[config.mk]
export PLATFORM = sky130hd
export DESIGN_NAME = hamming_receptor
export DESIGN_NICKNAME = d
export VERILOG_FILES = /design/src/rtl/hamming_pkg.sv /design/src/rtl/hamming_sindrome.sv /design/src/rtl/hamming_receptor.sv
export SDC_FILE = /design/constraint.sdc
export NUM_CORES = 1
export LEC_CHECK = 0
export CAP_MARGIN = 20
export CORE_UTILIZATION = 41
export DETAILED_ROUTE_END_ITERATION = 10
export PLACE_DENSITY = 0.6
export SYNTH_ARGS = -nofsm -noshare
export SYNTH_HDL_FRONTEND = slang
export SYNTH_HIERARCHICAL = 1
export SYNTH_SLANG_ARGS = --single-unit
[constraint.sdc]
create_clock -name clk -period 2.1 [get_ports clk]
set_input_delay 0.42 -clock clk [delete_from_list [all_inputs] [get_ports clk]]
set_output_delay 0.42 -clock clk [all_outputs]
set_load 0.01 [all_outputs]
[src/rtl/hamming_pkg.sv]
// rtl/hamming_pkg.sv - shared Hamming(7,4) widths, FSM encoding and syndrome function
package hamming_pkg;

  localparam int CW_W   = 7;
  localparam int DATA_W = 4;
  localparam int SYN_W  = 3;

  typedef enum logic [1:0] {
    ST_IDLE = 2'd0,
    ST_RX   = 2'd1,
    ST_DONE = 2'd2
  } state_t;

  // cw[i-1] holds codeword position b<i>; result is {c4,c2,c1}
  function automatic logic [SYN_W-1:0] calc_syndrome(input logic [CW_W-1:0] cw);
    logic c1, c2, c4;
    c1 = cw[0] ^ cw[2] ^ cw[4] ^ cw[6];
    c2 = cw[1] ^ cw[2] ^ cw[5] ^ cw[6];
    c4 = cw[3] ^ cw[4] ^ cw[5] ^ cw[6];
    return {c4, c2, c1};
  endfunction

endpackage

[src/rtl/hamming_sindrome.sv]
// rtl/hamming_sindrome.sv - combinational syndrome and data extraction; HAMMING_CORRECT_EN enables single-error correction
module hamming_sindrome
  import hamming_pkg::*;
(
  input  logic [CW_W-1:0]   cw_i,
  output logic [DATA_W-1:0] data_o,
  output logic [SYN_W-1:0]  syndrome_o,
  output logic              err_o
);

  always_comb begin
    syndrome_o = calc_syndrome(cw_i);
    err_o      = |syndrome_o;
`ifdef HAMMING_CORRECT_EN
    // only a syndrome naming a data position (3,5,6,7) can change the nibble
    data_o = {cw_i[6] ^ (syndrome_o == 3'd7),
              cw_i[5] ^ (syndrome_o == 3'd6),
              cw_i[4] ^ (syndrome_o == 3'd5),
              cw_i[2] ^ (syndrome_o == 3'd3)};
`else
    data_o = {cw_i[6], cw_i[5], cw_i[4], cw_i[2]};
`endif
  end

endmodule

[src/rtl/hamming_receptor.sv]
// rtl/hamming_receptor.sv - serial Hamming(7,4) frame receiver with timeout and resync
// Correction is enabled by defining HAMMING_CORRECT_EN; default build is detect-only.
module hamming_receptor
  import hamming_pkg::*;
#(
  parameter int TIMEOUT = 16
) (
  input  logic              clk,
  input  logic              rst_n,
  input  logic              start,
  input  logic              en,
  input  logic              rx_bit,
  output logic [DATA_W-1:0] data,
  output logic              valid,
  output logic [SYN_W-1:0]  syndrome,
  output logic              err,
  output logic              frame_err
);

  localparam int GAP_W = $clog2(TIMEOUT + 2);

  state_t              state_q;
  logic [2:0]          cnt_q;
  logic [GAP_W-1:0]    gap_q;
  logic [CW_W-1:0]     sr_q;
  logic [DATA_W-1:0]   data_q;
  logic [SYN_W-1:0]    syn_q;
  logic                err_q;
  logic                valid_q;
  logic                ferr_q;

  logic [DATA_W-1:0]   dec_data;
  logic [SYN_W-1:0]    dec_syn;
  logic                dec_err;

  hamming_sindrome u_sindrome (
    .cw_i       (sr_q),
    .data_o     (dec_data),
    .syndrome_o (dec_syn),
    .err_o      (dec_err)
  );

  always_ff @(posedge clk or negedge rst_n) begin
    if (!rst_n) begin
      state_q <= ST_IDLE;
      cnt_q   <= '0;
      gap_q   <= '0;
      sr_q    <= '0;
      data_q  <= '0;
      syn_q   <= '0;
      err_q   <= 1'b0;
      valid_q <= 1'b0;
      ferr_q  <= 1'b0;
    end else begin
      valid_q <= 1'b0;
      ferr_q  <= 1'b0;
      case (state_q)
        ST_IDLE: begin
          if (start) begin
            state_q <= ST_RX;
            cnt_q   <= '0;
            gap_q   <= '0;
            sr_q    <= '0;
          end
        end
        ST_RX: begin
          // resync takes priority over a bit strobe in the same cycle
          if (start) begin
            ferr_q <= 1'b1;
            cnt_q  <= '0;
            gap_q  <= '0;
            sr_q   <= '0;
          end else if (en) begin
            sr_q[cnt_q] <= rx_bit;
            cnt_q       <= cnt_q + 3'd1;
            gap_q       <= '0;
            if (cnt_q == 3'd6) state_q <= ST_DONE;
          end else if (gap_q == GAP_W'(TIMEOUT)) begin
            ferr_q  <= 1'b1;
            state_q <= ST_IDLE;
          end else begin
            gap_q <= gap_q + GAP_W'(1);
          end
        end
        ST_DONE: begin
          data_q  <= dec_data;
          syn_q   <= dec_syn;
          err_q   <= dec_err;
          valid_q <= 1'b1;
          state_q <= ST_IDLE;
        end
        default: state_q <= ST_IDLE;
      endcase
    end
  end

  assign data      = data_q;
  assign syndrome  = syn_q;
  assign err       = err_q;
  assign valid     = valid_q;
  assign frame_err = ferr_q;

endmodule
; Word level (Yosys, flattened, before mapping)
; Cells that the tools add are included.
[classes]
add_sub_neg = 2
n_lt_le_gt_ge = 2
n_eq_ne = 10
n_mux = 27
bitwise = 9
n_reduce_logical = 7
[op_table]
columns = operator, count
row1 = 7-bit 2-to-1 mux, 3
row2 = 5-bit 2-to-1 mux, 4
row3 = 7-bit case mux with 2 select lines, 1
row4 = 2-bit 2-to-1 mux, 5
row5 = 5-bit case mux with 2 select lines, 1
row6 = 3-bit 2-to-1 mux, 3
row7 = 3-bit inequality test (second input constant), 3
row8 = 1-bit bitwise XOR, 9
row9 = 7-bit bitwise mux, 1
row10 = 1-bit 2-to-1 mux, 6
row11 = 3-bit case mux with 2 select lines, 1
row12 = 3-bit AND reduction, 2
row13 = 5-bit by 1-bit adder with 5-bit output (second input constant), 1
row14 = 5-bit equality test (second input constant), 1
row15 = 3-bit by 4-bit < comparator with 1-bit output (second input constant), 1
row16 = 2-bit inequality test (second input constant), 2
row17 = 4-bit inequality test (second input constant), 1
row18 = 2-bit case mux with 2 select lines, 1
row19 = 4-bit AND reduction, 1
row20 = 3-bit by 1-bit adder with 3-bit output (second input constant), 1
row21 = 1-bit demux with 3-bit select, 1
row22 = 3-bit equality test (second input constant), 1
row23 = 3-bit by 1-bit >= comparator with 1-bit output (second input constant), 1
row24 = 3-bit OR reduction, 1
row25 = 5 further kinds, 5
[word_totals]
ff_bits = 27
in_bits = 5

; Depth between registers and ports, before layout
; Gate-level depths: netlist of run 1.
[logic_depth]
word_depth = 8
mapped_depth = 5
mapped_depth_nobuf = 5

; Modules after synthesis
; The synthesis of run 1 kept the hierarchy.
[modules_own_cells]
columns = module, n_inst, cells_each, area_per_inst_um2, seq_area_each_um2
row1 = hamming_receptor, 1, 124, 1386.3, 675.6
row2 = hamming_sindrome, 1, 13, 113.9, 0.0

; Worst setup path after synthesis of run 1
; OpenSTA, ideal clock, no wires.
[synth_path]
path_kind = register to register
from = reg sr_q[6]
to = reg err_q (netlist: err)
setup_ps = 128
t_arrival_ps = 1380
required_ps = 1972
path_slack_ps = 593
stages_incl_launch_ff = 5
n_path_buf = 0
period_less_slack_ps = 1507
cell_sequence = dfrtp_1 xor2_2 xnor2_1 or3_1 mux2_1
[synth_via]
elab_chain_len = 2
elab_cells_between_ends = 4
cone_classes = 3 x bitwise / 1 x reduce/logical
[synth_rtl]
columns = element, line_no
row1 = from (decl), hamming_receptor.sv:25  ; logic [CW_W-1:0] sr_q;
row2 = "from (signal, indexed assignment)", hamming_receptor.sv:74  ; sr_q[cnt_q] <= rx_bit;
row3 = 1-bit bitwise XOR, hamming_pkg.sv:17  ; c1 = cw[0] ^ cw[2] ^ cw[4] ^ cw[6];
row4 = via dec_syn[0], hamming_receptor.sv:33  ; logic [SYN_W-1:0] dec_syn;
row5 = 3-bit OR reduction, hamming_sindrome.sv:13  ; err_o = |syndrome_o;
row6 = via dec_err, hamming_receptor.sv:34  ; logic dec_err;
row7 = to (signal assigned), hamming_receptor.sv:88  ; err_q <= dec_err;
row8 = to (decl), hamming_receptor.sv:28  ; logic err_q;
; The timed path passes the listed nets, and every way through them passes these cells.
; A chain may end at the register's enable or synchronous reset.

; Worst setup path in the final report of run 1
[layout_path]
from = reg state_q[1]
to = reg gap_q[4]
[layout_via]
elab_chain_len = 3
elab_cells_between_ends = 7
cone_classes = 3 x eq/ne / 1 x mux / 3 x reduce/logical
[layout_rtl]
columns = element, line_no
row1 = from (decl), hamming_receptor.sv:22  ; state_t state_q;
row2 = from (signal assigned), hamming_receptor.sv:45  ; state_q <= ST_IDLE;
row3 = from (signal assigned), hamming_receptor.sv:60  ; state_q <= ST_RX;
row4 = from (signal assigned), hamming_receptor.sv:77  ; if (cnt_q == 3'd6) state_q <= ST_DONE;
row5 = 2-bit by 1-bit equality test with 1-bit output / 2-bit logical NOT (equally long branches), hamming_receptor.sv:57  ; case (state_q)
row6 = "4-bit inequality test (no source line), or another cell as far along", n/a
row7 = 3-bit AND reduction (no source line), n/a
row8 = to (signal assigned), hamming_receptor.sv:82  ; gap_q <= gap_q + GAP_W'(1);
row9 = to (decl), hamming_receptor.sv:24  ; logic [GAP_W-1:0] gap_q;
; Parallel ways exist; a longest one is shown, timed or not.

==> impl_results.md, run 1 <==
* Status: completed
* Post-synth ARST share at 1.00
* #FFs+latches synth at 27
* Diode count at 0
* Worst Reg-to-Reg Cells at 3
* Arrival time worst endpoint at about 1.9 ns
* FMAX at 0.602 GHz
* Clock slew at reported path FFs at 0.14 ns
* Leak at about 0.75 nW
* Crit path max fanout at 21
* Unrepaired setup endpoints after global routing: no
* Post-route setup TNS at 0 ns
* First-pass GRT wire length at 4600 µm
* Mapped Cells at 137
* Layout Nets at 159
* Post-synth top area cell: dfrtp_1
* Clock Skew at approximately 0.0008 ns
* Core area at approximately 3400 µm²
* Fin area at 1690 µm²
* Synth Flop Type: dfrtp_1
* Final WL at 2620 µm
* CTS tree: built
* Post-route insts no fill at about 200
* Port Buffers at 14
* Setup crit start kind: flop
* CTS resizes at 0
* Setup violations, final at 0
* Period minus WS final at 1.66 ns
* DR iter-0 viols at 13
* Largest cells by area after synthesis: dfrtp_1 (45%), mux2_1 (6.0%), mux2i_1 (4.7%)
* Initial core utilization at 0.439
* Drt pass-1 iters at 3
* Top cell type's share of synthesized area at 0.450
* DR vias/cell at approximately 5.2
* Post-synthesis cell area at 1500 µm²
* Fillers at 330
* IR drop worst, VDD at 0.000322 V
* Final setup margin at ~0.44 ns
* Residual DRC count at 0
* Final hold vios at 0
* Antenna Nets Post-Route at 0
* Critical path's largest stage delay at 0.67 ns
* Top-count cell post-synth: dfrtp_1
* Layout area overhead at 12.4%
* Max-Cap Viols at 0
* CTS root buffer: clkbuf_4
* Initial antenna violation count at 0
* Synth cell count leaders: dfrtp_1 (27), nand2_1 (10), inv_1 (8), mux2_1 (8)
* Placed Instance Area at 1660 µm²
* Synth unique cells at 44
* EDFF count, synth at 0
* Share of cells above drive strength 1 at 0.101
* Hold Crit Class: in2async
* CP max stage cell: dfrtp_1
* CTS Buf Count at 3
* Slew HR at 0.521
* Period utilization at 0.792
* Worst Setup End Kind: flop
* CP Cell Sequence: nor4b_4 > a41oi_1 > a31oi_1
* Core Rows at 21
* Via Count at 1022
* H-tree Lvls at 1
* Syn Area/Cell at 11.0 µm²
* Worst slack, placed at around 0.12 ns
* Hold buffer count at CTS at 0
* Count of final max-slew check failures at 0
* Die height at 62.5 µm
* Clk sink count at 27
* Die X at between 60 and 70 µm
* Post-synthesis net count at 146
* CTS max path bufs at 2
* PwrDens at 555 nW/µm²
* Ports at 15
* GRT Overall Usage at 0.148
* Largest net degree at the start of global routing at 28
* Sequential-to-total area share from yosys stat at 0.450
* Worst slew pin tran at roughly 0.72 ns
* Dpl hpwl at 1880 µm
* Warnings from Yosys at 6
* Worst EP required at ~2.4 ns
* Routed wire per std cell at 13.4 µm
* Vias in the first global route at 989
* WS Path Type: reg2reg
* Setup bufs post-CTS at 0
* Clock Latency Late Sink at 0.32 ns
* Placed cell count at 191
* Die area at 3910 µm²
* Total gr overflow at 0
* Gpl congestion at about 0.75
==> path summary, 6_finish.rpt <==
| kind | from | slack (ns) | endpoint |
|---|---|---|---|
| setup / recovery | state_q[1] | 0.44 | gap_q[4] |
| hold / removal | rst_n | 0.45 | err |
| setup reg to reg | state_q[1] | 0.44 | gap_q[4] |
| hold reg to reg | err | 0.50 | err |
| max in group asynchronous | rst_n | 1.40 | state_q[0] |
| min in group clk | err | 0.50 | err |
==> final cells by class <==
class,instances,area (µm²),share of cell area
inverter,8,30.0,0.0178
clock inverter,1,5.00,0.00297
timing repair buffer,19,178,0.105
tap,46,57.6,0.0341
sequential,27,676,0.401
multi-input combinational,91,718,0.426
clock buffer,3,22.5,0.0134
==> flip-flops by register name, indices dropped and copies added (netlist names) <==
signal and cells:
sr_q 7, gap_q 5, data 4, cnt_q 3, syndrome 3, state_q 2, err 1, frame_err 1
valid 1
==> layer usage <==
layer	GRT usage	part of all wire	up-vias
li1	-	-	512
met1	0.204	0.51	490
met2	0.231	0.46	16
met3	0.0219	0.020	4
met4	0.0610	0.015	0
met5	0	0	-
==> stage by stage <==
stage	util	total power, mW	hold WS [ns]
2_1_floorplan	-	0.678	0.124
3_3_place_gp	0.486	0.719	0.467
3_5_place_dp	0.486	0.728	0.474
4_1_cts	0.494	0.954	0.455
5_1_grt	0.494	0.998	0.479
6_report	0.494	0.937	0.455
==> critical path, delay by kind of cell (launching register included) <==
kind | cells | cell delay [ns]
DFF | 1 | 0.67
and+or+nand+nor | 1 | 0.59
AOI/OAI and AO/OA | 2 | 0.33
==> report_power, final <==
group          internal (mW)  switching, mW  total, mW
clock network         0.0715          0.149      0.220
registers              0.542         0.0278      0.570
logic                 0.0666         0.0796      0.146
total                  0.680          0.256      0.937
==> kinds of logic after synthesis <==
| group | Yosys count | synth area share |
|---|---|---|
| xor+xnor | 9 | 0.0576 |
| fa+ha+maj | 4 | 0.0334 |
| mux | 15 | 0.107 |
| simple gates | 39 | 0.176 |
| buf+inv | 19 | 0.0709 |
| compound gates | 24 | 0.105 |
| flops | 27 | 0.450 |
==> cell usage in the layout, fill, tap and decap left out, types with 2 or more instances in the layout <==
| cell type | n |
|---|---|
| or3_1 | 2 |
| nand2b_1 | 2 |
| nand2_1 | 10 |
| or3b_1 | 2 |
| xnor2_1 | 7 |
| clkbuf_4 | 3 |
| clkdlybuf4s50_1 | 14 |
| a21oi_1 | 4 |
| o21ai_0 | 3 |
| o21ai_1 | 2 |
| nor2_1 | 3 |
| mux2i_1 | 7 |
| dfrtp_1 | 27 |
| nor4_1 | 3 |
| a31oi_1 | 3 |
| nand4bb_1 | 2 |
| nand3_1 | 4 |
| mux2_1 | 8 |
| buf_4 | 5 |
| a211oi_1 | 2 |
| nand4_1 | 2 |
| inv_1 | 8 |
| o22ai_1 | 2 |
| ha_1 | 4 |
Power figures use the tool's default switching activity.
==> run 2: changes to the inputs <==
- clock period: 2.1 -> 1.55 ns (I/O delays scaled with it)
==> run 2 against run 1 <==
Design area rose by 7.7%. Global-route usage up 1.2 points. Die area did not move. Worst setup slack lost 0.40 ns. Largest cell class unchanged.
==> impl_results.md, run 2 (synthesis gave the netlist of run 1 again) <==
* Reg2Reg Launch Point: sr_q[6]
* Max-Cap Viols at 0
* Worst EP required at 1.77 ns
* Finished Core Util at 0.532
* CTS max path bufs at 2
* Unrepaired setup endpoints after global routing: yes
* CTS tree: built
* Crit path max fanout at 3
* PwrDens at 701 nW/µm²
* Core area at 3420 µm²
* Worst slew pin tran at 0.408 ns
* Worst hold slack at 0.345 ns
* Die area at 3910 µm²
* DR vias/cell at 5.23
* CTS root buffer: clkbuf_4
* Met3 routed WL at 63 µm
* Core Rows at 21
* Initial antenna violation count at 0
* CP Cell Sequence: xor2_2 > xnor2_1 > or3_1 > mux2_4
* Hold Crit Class: in2async
* Antenna Nets Post-Route at 0
* Slew HR at 0.728
* Leak at between 0.9 and 1 nW
* Setup violations, final at 0
* FMAX at 0.661 GHz
* DR top layer: met4
* Via Count at 1087
* Die X at 62.5 µm
* Commonest non-fill, non-tap cells in the layout: dfrtp_1 (25), buf_4 (18), nand2_1 (10)
* DR iter-0 viols at 32
* Worst Setup End Kind: flop
* Gpl congestion at between 0.7 and 0.8
* First-pass GRT wire length at around 5000 µm
* Clk sink count at 27
* CP max stage cell: dfrtp_2
* Ports at 15
* IR drop worst, VDD at about 0.00038 V
* Period minus WS final at 1.51 ns
* Clock Latency Late Sink at 0.32 ns
* Share of cells above drive strength 1 at 0.198
* Layout Nets at approximately 170
* Largest net degree at the start of global routing at 28
* Metal1 wirelength at 1300 µm
* Residual DRC count at 0
* Reg with most FFs: sr_q
* R2R Setup Slk at 0.04 ns
* Placed Instance Area at roughly 1700 µm²
* Crit path launch: sr_q[6]
* WS Path Type: reg2reg
* Final hold vios at 0
* Max reg flops at 7
* Clock slew at reported path FFs at 0.14 ns
* Drt pass-1 iters at 4
* Diode count at 0
* Met2 routed WL at 1280 µm
* Final WL at roughly 2700 µm
* Critical path's largest stage delay at 0.46 ns
* Period utilization at 0.977
* Routed wire per std cell at about 13 µm
* Initial core utilization at 0.439
* Total gr overflow at 0
* Most common cell after layout, fill and taps aside: dfrtp_1
* Dpl hpwl at 2040 µm
* Status: completed
* H-tree Lvls at 1
* Vias in the first global route at approximately 1100
* GRT Overall Usage at 0.159
* Count of final max-slew check failures at 0
* Port Buffers at 14
* Fin area at 1820 µm²
* CTS Buf Count at 3
* Layout area overhead at 21.1%
* Setup crit start kind: flop
* Arrival time worst endpoint at 1.73 ns
* Die height at about 62 µm
* Fillers at a little over 300
* Clock Skew at approximately 0.0093 ns
-- run 2: cell count changes in the layout (fill, tap and decap cells not counted), moves of 2 or more --
cell	before	now
dlymetal6s2s_1	0	6
dfrtp_2	0	2
dlygate4sd2_1	0	3
dfrtp_1	27	25
clkdlybuf4s50_1	14	5
buf_4	5	18
-- run 2: routing by layer --
| metal | track usage | vias up |
|---|---|---|
| met2 | 0.257 | 12 |
| met3 | 0.0219 | 2 |
| met5 | 0 | - |
| li1 | - | 540 |
| met1 | 0.217 | 533 |
| met4 | 0.0610 | 0 |
-- run 2: cell type report --
type                       count  area [µm²]  area share
multi-input combinational     91         737       0.406
tap                           46        57.6      0.0317
clock buffer                   3        22.5      0.0124
inverter                       8        30.0      0.0165
clock inverter                 1        5.00     0.00275
sequential                    27         678       0.373
timing repair buffer          32         287       0.158
-- run 2: power by group --
| group | leakage (nW) | internal [mW] | switching (mW) |
|---|---|---|---|
| Sequential | 0.364 | 0.735 | 0.0320 |
| Combinational | 0.553 | 0.103 | 0.114 |
| Clock | 0.0177 | 0.0965 | 0.193 |
| Total | 0.934 | 0.934 | 0.339 |
-- run 2: what timing repair did --
item / in CTS / in global routing
hold endpoints to repair: 0 / 0
hold buffers: 0 / 0
endpoints found under the setup margin: 4 / 11
pin swaps: 1 / 2
buffers inserted: 0 / 2
resized for setup: 3 / 11
-- run 2: metrics by stage --
stage / setup slack (ns) / TNS [ns] / cells / power, mW
2_1_floorplan: 0.0427 / 0 / 137 / 0.918
5_1_grt: -0.00712 / -0.00712 / 208 / 1.38
3_5_place_dp: -0.234 / -1.47 / 202 / 0.994
3_3_place_gp: -0.161 / -1.12 / 202 / 0.988
4_1_cts: 0.00161 / 0 / 206 / 1.29
6_report: 0.0362 / 0 / 208 / 1.27
-- run 2: worst max-delay path: cells and delay by family (launching register included) --
family	cells	cell delay (ns)
flip-flops	1	0.46
AND/OR/NAND/NOR	1	0.37
XOR/XNOR	2	0.34
multiplexers	1	0.26
-- run 2: final timing paths --
check                      cells past startpoint     endpoint
setup / recovery                               4          err
hold / removal                                 2  syndrome[2]
setup reg to reg                               4          err
hold reg to reg                                1      data[1]
max in group asynchronous                      2   state_q[0]
min in group clk                               1      data[1]
